--- config.mk ---
export PLATFORM = sky130hd
export DESIGN_NAME = ram_cmd_ctrl
export DESIGN_NICKNAME = d
export VERILOG_FILES = /design/src/rtl/ram_ctrl_pkg.sv /design/src/rtl/ram_cmd_ctrl.sv
export SDC_FILE = /design/constraint.sdc
export NUM_CORES = 1
export LEC_CHECK = 0
export CAP_MARGIN = 0
export CORE_MARGIN = 2
export CORE_UTILIZATION = 40
export CTS_CLUSTER_SIZE = 16
export DETAILED_ROUTE_END_ITERATION = 8
export PLACE_DENSITY = 0.87
export SETUP_SLACK_MARGIN = 0.4
export SYNTH_ARGS = -nofsm -noshare
export SYNTH_HDL_FRONTEND = slang
export SYNTH_SLANG_ARGS = --single-unit
--- constraint.sdc ---
create_clock -name clk -period 2 [get_ports clk]
set_input_delay 0.2 -clock clk [delete_from_list [all_inputs] [get_ports clk]]
set_output_delay 0.2 -clock clk [all_outputs]
set_load 0.05 [all_outputs]
--- src/rtl/ram_ctrl_pkg.sv ---
// Shared types and constants for the RAM command sequencer: state encoding
// and default data-path widths.
package ram_ctrl_pkg;

    localparam int RAM_ADDR_WIDTH = 6;
    localparam int RAM_DATA_WIDTH = 8;
    localparam int STATE_WIDTH    = 3;

    typedef enum logic [STATE_WIDTH-1:0] {
        ST_IDLE    = 3'd0,
        ST_LATCH   = 3'd1,
        ST_WRITE   = 3'd2,
        ST_CAPTURE = 3'd3,
        ST_RSP     = 3'd4
    } state_t;

endpackage

--- src/rtl/ram_cmd_ctrl.sv ---
// Sequences read/write commands into the latched-address RAM protocol.
// Optional RAM_CTRL_ADDR_CACHE_EN skips the address-latch cycle on a repeat address.
module ram_cmd_ctrl
    import ram_ctrl_pkg::*;
#(
    parameter int ADDR_WIDTH = RAM_ADDR_WIDTH,
    parameter int DATA_WIDTH = RAM_DATA_WIDTH
) (
    input  logic                  clk,
    input  logic                  rst_n,
    input  logic                  cmd_valid,
    output logic                  cmd_ready,
    input  logic                  cmd_write,
    input  logic [ADDR_WIDTH-1:0] cmd_addr,
    input  logic [DATA_WIDTH-1:0] cmd_wdata,
    output logic                  rsp_valid,
    input  logic                  rsp_ready,
    output logic [DATA_WIDTH-1:0] rsp_rdata,
    output logic                  ram_we,
    output logic [ADDR_WIDTH-1:0] ram_addr,
    output logic [DATA_WIDTH-1:0] ram_data,
    input  logic [DATA_WIDTH-1:0] ram_y,
    output logic                  busy
);

    state_t                  state_r;
    logic                    write_r;
    logic                    ram_we_r;
    logic [ADDR_WIDTH-1:0]   ram_addr_r;
    logic [DATA_WIDTH-1:0]   ram_data_r;
    logic                    rsp_valid_r;
    logic [DATA_WIDTH-1:0]   rsp_rdata_r;
`ifdef RAM_CTRL_ADDR_CACHE_EN
    logic                    cache_valid_r;
`endif

    // ram_addr_r only changes when a command leaves IDLE, so in IDLE it is
    // always the address the RAM last latched.
    // Command sequencing FSM with registered RAM-side and response outputs.
    always_ff @(posedge clk) begin
        if (!rst_n) begin
            state_r       <= ST_IDLE;
            write_r       <= 1'b0;
            ram_we_r      <= 1'b0;
            ram_addr_r    <= {ADDR_WIDTH{1'b0}};
            ram_data_r    <= {DATA_WIDTH{1'b0}};
            rsp_valid_r   <= 1'b0;
            rsp_rdata_r   <= {DATA_WIDTH{1'b0}};
`ifdef RAM_CTRL_ADDR_CACHE_EN
            cache_valid_r <= 1'b0;
`endif
        end else begin
            case (state_r)
                ST_IDLE: begin
                    if (cmd_valid) begin
                        write_r    <= cmd_write;
                        ram_addr_r <= cmd_addr;
                        if (cmd_write) begin
                            ram_data_r <= cmd_wdata;
                        end
`ifdef RAM_CTRL_ADDR_CACHE_EN
                        if (cache_valid_r && (cmd_addr == ram_addr_r)) begin
                            state_r  <= cmd_write ? ST_WRITE : ST_CAPTURE;
                            ram_we_r <= cmd_write;
                        end else begin
                            state_r  <= ST_LATCH;
                        end
`else
                        state_r <= ST_LATCH;
`endif
                    end
                end
                ST_LATCH: begin
`ifdef RAM_CTRL_ADDR_CACHE_EN
                    cache_valid_r <= 1'b1;
`endif
                    if (write_r) begin
                        state_r  <= ST_WRITE;
                        ram_we_r <= 1'b1;
                    end else begin
                        state_r  <= ST_CAPTURE;
                    end
                end
                ST_WRITE: begin
                    ram_we_r <= 1'b0;
                    state_r  <= ST_IDLE;
                end
                ST_CAPTURE: begin
                    rsp_rdata_r <= ram_y;
                    rsp_valid_r <= 1'b1;
                    state_r     <= ST_RSP;
                end
                ST_RSP: begin
                    if (rsp_ready) begin
                        rsp_valid_r <= 1'b0;
                        state_r     <= ST_IDLE;
                    end
                end
                default: begin
                    ram_we_r    <= 1'b0;
                    rsp_valid_r <= 1'b0;
                    state_r     <= ST_IDLE;
                end
            endcase
        end
    end

    assign cmd_ready = (state_r == ST_IDLE);
    assign busy      = (state_r != ST_IDLE);
    assign ram_we    = ram_we_r;
    assign ram_addr  = ram_addr_r;
    assign ram_data  = ram_data_r;
    assign rsp_valid = rsp_valid_r;
    assign rsp_rdata = rsp_rdata_r;

endmodule

After elaboration in Yosys (flattened, before gate mapping)
Index checks and enable logic that the tools add are counted.

Register bits: 28. Input port bits: 27. Output and inout port bits: 26. Word-level logic and storage cells: 33.

Equal/unequal tests: 7. Multiplexer cells: 8. Bitwise operators: 2. Reduce and logical (&&, ||, !) cells: 9.

Operators with widths (number): 3-bit one-hot mux with 4 select lines (1); 2-bit AND reduction (4); 3-bit by 2-bit equality test with 1-bit output, second input constant (2); 3-bit two-way mux (2); 2-bit != test, second input constant (3); 3-bit OR reduction (2); 3-bit by 1-bit equality test with 1-bit output, second input constant (1); 3-bit equality test, second input constant (1); 3-bit zero test (1); 1-bit two-way mux (3); 1-bit one-hot mux with 3 select lines (1); 3-bit AND reduction (1); 3-bit nonzero test (1); 1-bit NOT (2); 1-bit one-hot mux with 2 select lines (1).

Logic depth before layout (Yosys ltp)
Gate-level depths: netlist of run 1.

Depth in word-level cells: 4. Depth in mapped cells: 5. Gate-level depth less buffers: 3.

Worst setup path after synthesis of run 1
No wires, ideal clock.

Kind: reg-to-output. From: register state_r[0]. To: output cmd_ready. Data arrival time: 1.407 ns. Required time: 1.800 ns. Path slack: 0.393 ns. Cell stages (with the launch flop): 4. Path buffers: 1. Path through: dfxtp_1 buf_6 or3_1 inv_1.

Cells in the longest elaborated chain, start to end: 1.

Ends and longest elaborated chain: start, declared (line ram_cmd_ctrl.sv:26) `state_t state_r;`; start signal, assigned (line ram_cmd_ctrl.sv:42) `state_r <= ST_IDLE;`; start signal, assigned (line ram_cmd_ctrl.sv:69) `state_r <= ST_LATCH;`; start signal, assigned (line ram_cmd_ctrl.sv:78) `state_r <= ST_WRITE;`; 3-bit zero test (line ram_cmd_ctrl.sv:108) `assign cmd_ready = (state_r == ST_IDLE);`; end, declared (line ram_cmd_ctrl.sv:12) `output logic cmd_ready,`.

No other way between the ends.

Worst setup path in the final report of run 1
From: register state_r[2]. To: output cmd_ready.

The elaborated chain is that of the path after synthesis.

==> results of run 1 <==
==> power groups by stage <==
stage	Combinational [uW]	Sequential, uW	Clock [uW]
floorplan	109	685	0
finish	284	609	267
global placement	290	619	0
detailed placement	296	621	0
global route	300	614	298
CTS	283	609	276
==> state kept, by name (all words and copies together) (netlist names) <==
name / flops
write_r: 1
rsp_rdata: 8
ram_addr: 6
rsp_valid: 1
state_r: 3
ram_we: 1
ram_data: 8
==> cell usage after synthesis <==
master / instances
or3_1: 1
nor2b_1: 9
inv_1: 2
and3_1: 1
clkbuf_1: 6
o21ai_1: 8
nor2_1: 2
a21boi_0: 1
mux2i_1: 10
o21ai_0: 7
o21a_1: 1
nand2_1: 15
a32oi_1: 1
a21oi_1: 1
nand4_1: 8
nor4b_1: 1
nand3_1: 7
buf_2: 2
dfxtp_1: 28
nand3b_1: 1
nor4bb_1: 1
nor4b_4: 1
and2_1: 1
buf_6: 1
buf_4: 3
or4b_1: 1
==> metrics by stage <==
stage                     setup WS, ns  power [uW]  util (%)  instances
after floorplan                  0.456         795         -        120
after global placement           0.536         910      61.0        193
after detailed placement         0.452         917      61.0        193
after CTS                        0.400        1170      61.4        197
after global routing             0.401        1210      61.7        197
final                            0.460        1160      61.7        197
==> per-layer routing <==
layer	vias up	wire [um]	track usage, %
met2	57	1340	31.0
li1	506	-	-
met5	-	0	0
met3	2	243	4.76
met1	466	1030	20.3
met4	0	15	6.64
==> path summary, 6_finish.rpt <==
kind                  endpoint  cells after the start
setup / recovery     cmd_ready                      3
hold / removal     ram_data[7]                      3
setup reg to reg  rsp_rdata[5]                      3
hold reg to reg    ram_data[1]                      2
==> critical path: stages (launching register included) <==
cell	delay, ns
dfxtp_2	0.39
or3_4	0.41
clkinvlp_4	0.09
buf_12	0.13
==> kinds of logic (layout without fill, tap and decap cells) <==
group | after synthesis | count (layout) | share of synthesized area, %
muxes | 10 | 10 | 8.92
DFF | 28 | 28 | 49.9
buffers and inverters | 14 | 60 | 6.58
and+or+nand+nor | 49 | 49 | 25.3
AOI/OAI and AO/OA | 19 | 19 | 9.25
==> timing repair <==
action | CTS | global route
hold buffers | 0 | 0
setup endpoints to repair | 26 | 2
gates resized for setup | 26 | 3
setup buffers | 0 | 0
hold endpoints to repair | 0 | 0
==> area by class of cell <==
class / count / share of cell area [%]
tap: 31 / 2.32
multi-input combinational: 78 / 29.5
sequential: 28 / 33.9
timing repair buffer: 54 / 31.4
inverter: 2 / 0.674
clock buffer: 4 / 2.17
==> results.ini, run 1 <==
[detailed_routing]
wl_per_cell_um = 13.3
drt-total-wl_um = 2630
num_vias = 1031
first_iter_violations = 28
viasPerCell = 5.23
route.detailed.drc = 0
final_antenna_net_count = 0
first_pass_iters = 5

[cells_and_area]
mostFrequentLayoutCells = clkdlybuf4s50_1 (26), dfxtp_1 (25), dlygate4sd2_1 (24), nand2_1 (15), mux2i_1 (10)
diodes = 0
fill_cells = 244
fin_area_sq_um = 1670
syn2layout_area_growth_pct = 48.9
drive_gt1_share_pct = 8.43
final_common_cell = clkdlybuf4s50_1
multi_input_area_sq_um = 493
regArea_sq_um = 567
final_nets = 194

[yosys]
ys_ff_latch = 28
yosysWarnings = 0
synthDominantCellAreaShare_pct = 49.9
yosysTopAreaCell = dfxtp_1
synth_nets = 147
avgSynthCellArea_sq_um = 9.35
ys_seq_area_share_pct = 49.9
netlist_instances = 120
synth_cell_types = 26
synth_area_sq_um = 1120
synth_area_leaders = dfxtp_1 (50%), mux2i_1 (8.9%), nand2_1 (5.0%)

[critical_path]
cp.arrival_ns = 1.34
crit_path_start = state_r[2]
worstSetupPathType = flop to output pin
required_ns = 1.80
endpoint_kind = output pin
r2r-start = state_r[1]
worstSetupStartpointType = flop
critPathMaxFanout = 8
r2r_slack_ns = 0.67

[pwr]
pwr-share-seq_pct = 52.5
powerDensity_nw_per_um2 = 694
intPower_uw = 815
p_comb_share_pct = 24.5
power_frac_clock_pct = 23.0
p_switching_uw = 346
cellLeakagePower_uw = 0.000758
ir_worst_vdd_v = 0.000529
swShare_pct = 29.8

[min_path]
hold_start = cmd_wdata[7]
hp-class = primary input to flop

[clocking]
clkTransAtPathRegs_ns = 0.14
clockRootBuffer = clkbuf_4
cts_tree = done
cts_buffer_depth = 2
clock_latency_ns = 0.32
cts.sinks = 28
cts_buffers = 3
htreeDepth = 1

[sta]
layout_min_cycle_time_ns = 1.54
fin_crit_sh_pct = 77.0
tns_ns = 0
finalSetupViolations = 0
worstMarginPinSlew_ns = 0.536
max_freq_ghz = 0.649
hold_ws_ns = 0.427
rsz0062_at_grt = no
fin_skew_ns = 0.00537
slew_headroom_pct = 64.1
finalHoldViolCount = 0
drv_slew = 0

[placement]
placed_cell_area_sq_um = 1650
place.gp.congestion = 0.735
portBuffers = 52
hpwlAfterDp_um = 2000

[die]
die_h_um = 57.0
start_util_pct = 41.4
die_w_um = 57.0
dieArea_sq_um = 3250
pin_count = 53
coreArea_sq_um = 2710
fp-row-count = 19

[run_status]
status = finished, final reports clean

[global_route]
grt_pass1_wl_um = 4490
grt_max_degree = 30
grt-ovfl-total = 0
grt_antenna_before_repair = 0
grt_use_total_pct = 17.6
grt_pass1_vias = 999

[run]
drv_cap = 0

Note: power is estimated with default switching activity, not from simulation.
==> inputs of run 2 (changes only) <==
Settings changed: CORE_UTILIZATION 40 to 36, PLACE_DENSITY 0.87 to 0.83.
Clock period 2 ns to 1.4 ns, I/O delays scaled along.
==> run 2 against run 1 <==
Compared with the run above: non-clock buffer count is 21 higher; the run now ends with negative setup slack left; worst hold slack worse by 0.063 ns; register-to-register slack worse by 0.62 ns; critical path type unchanged; die area rose by 10%; total power increased by 74%; wire length rose by 36%; sequential share of layout area is 6.5 points lower; largest power group unchanged; highest routed layer unchanged.
==> results.ini, run 2 (synthesis gave the netlist of run 1 again) <==
[clocking]
cts_buffer_depth = 2
htreeDepth = 1
clkTransAtPathRegs_ns = 0.15
ctsHoldBuffers = 0
cts_buffers = 3
cts_tree = done
clockRootBuffer = clkbuf_4
cts.sinks = 28
clock_latency_ns = 0.33

[global_route]
grt_max_degree = 34
grt_antenna_before_repair = 0
grt-ovfl-total = 0
grt_pass1_wl_um = 4630
grt_pass1_vias = 1033
grt_use_total_pct = 17.3

[sta]
finalSetupViolations = 2
slew_headroom_pct = 87.6
max_freq_ghz = 0.674
layout_min_cycle_time_ns = 1.48
worstMarginPinSlew_ns = 0.182
fin_skew_ns = 0.00208
drv_slew = 0
finalHoldViolCount = 0
hold_ws_ns = 0.363
fin_ws_ns = -0.0842
fin_crit_sh_pct = 106
rsz0062_at_grt = yes

[die]
coreArea_sq_um = 3000
fp-row-count = 20
die_w_um = 59.8
die_h_um = 59.8
pin_count = 53
start_util_pct = 37.4
dieArea_sq_um = 3580

[detailed_routing]
viasPerCell = 5.18
num_vias = 1140
drt-total-wl_um = 3560
first_pass_iters = 4
route.detailed.drc = 0
first_iter_violations = 22
final_antenna_net_count = 0
wl_per_cell_um = 16.2

[critical_path]
critPathMaxFanout = 2
cp.arrival_ns = 1.34
r2r-start = state_r[0]
r2r_slack_ns = 0.05
reg2reg_depth = 6
worstSetupStartpointType = flop
required_ns = 1.26
cp-endpoint = cmd_ready
endpoint_kind = output pin
crit_path_start = state_r[1]
rr_endpoint = rsp_rdata[5]
worstSetupPathType = flop to output pin

[placement]
portBuffers = 52
placed_cell_area_sq_um = 1680
place.gp.congestion = 0.764
hpwlAfterDp_um = 1970

[cells_and_area]
syn2layout_area_growth_pct = 95.9
final_common_cell = clkdlybuf4s50_1
final_nets = 215
drive_gt1_share_pct = 56.1
mostFrequentLayoutCells = clkdlybuf4s50_1 (26), buf_8 (25), dfxtp_2 (24), nand2_1 (15), buf_6 (11)
fin_area_sq_um = 2200
diodes = 0

[pwr]
cellLeakagePower_uw = 0.000894
power_uw = 2010
powerDensity_nw_per_um2 = 916
ir_worst_vdd_v = 0.000774

[run_status]
status = finished, violations left
violations = negative setup slack

[min_path]
holdPathStages = 3
hp-class = primary input to flop
hold_start = cmd_addr[1]

[run]
drv_cap = 0

==> run 2: changes by cell type in the layout (fill, tap and decap cells not counted), sizes merged <==
cell / before / now
clkbuf: 4 / 3
dlygate4sd2: 24 / 0
buf: 4 / 49
bufinv: 0 / 1
==> run 2: critical path, stage by stage (launching register included) <==
cell and delay [ns]:
dfxtp_4 0.37, or3_4 0.42, clkinvlp_4 0.10, buf_12 0.13
==> run 2: where the power goes <==
group          internal (uW)  leakage (uW)  switching (uW)
sequential               840      0.000241            35.6
clock                    290     0.0000279             243
combinational            309      0.000625             297
==> run 2: layer usage <==
| metal | track usage [%] | vias to the layer above | wire [um] |
|---|---|---|---|
| met2 | 31.2 | 36 | 1940 |
| met3 | 3.68 | 4 | 180 |
| met5 | 0 | - | 0 |
| met4 | 6.67 | 0 | 28 |
| met1 | 19.7 | 551 | 1410 |
| li1 | - | 549 | - |
==> run 2: through the flow <==
stage / utilization [%] / TNS (ns) / cells / worst slack [ns]
3_3_place_gp: 56.0 / -0.00366 / 199 / -0.00366
6_report: 73.2 / -0.101 / 220 / -0.0842
2_1_floorplan: - / 0 / 120 / 0.148
3_5_place_dp: 56.0 / -0.379 / 199 / -0.0751
4_1_cts: 66.4 / -0.0968 / 213 / -0.0790
5_1_grt: 73.2 / -0.186 / 220 / -0.128
==> run 2: layout make-up <==
class,count,area (sq um)
Clock buffer,3,22.5
Clock inverter,1,30.0
Fill cell,184,805
Inverter,2,11.3
Multi-Input combinational cell,78,597
Sequential cell,28,602
Tap cell,33,41.3
Timing Repair Buffer,75,895
==> run 2: worst min path at each step <==
stage                  end  slack [ns]
6_report       ram_addr[1]        0.36
5_1_grt        ram_addr[4]        0.36
4_1_cts        ram_data[1]        0.35
3_5_place_dp   ram_addr[5]        0.45
3_3_place_gp   ram_addr[5]        0.44
2_1_floorplan  ram_addr[5]        0.28
==> run 2: repair_timing <==
item | CTS | global route
gates resized for setup | 69 | 39
pin swaps | 7 | 15
cloned | 2 | 0
setup endpoints to repair | 52 | 54
setup buffers | 8 | 7
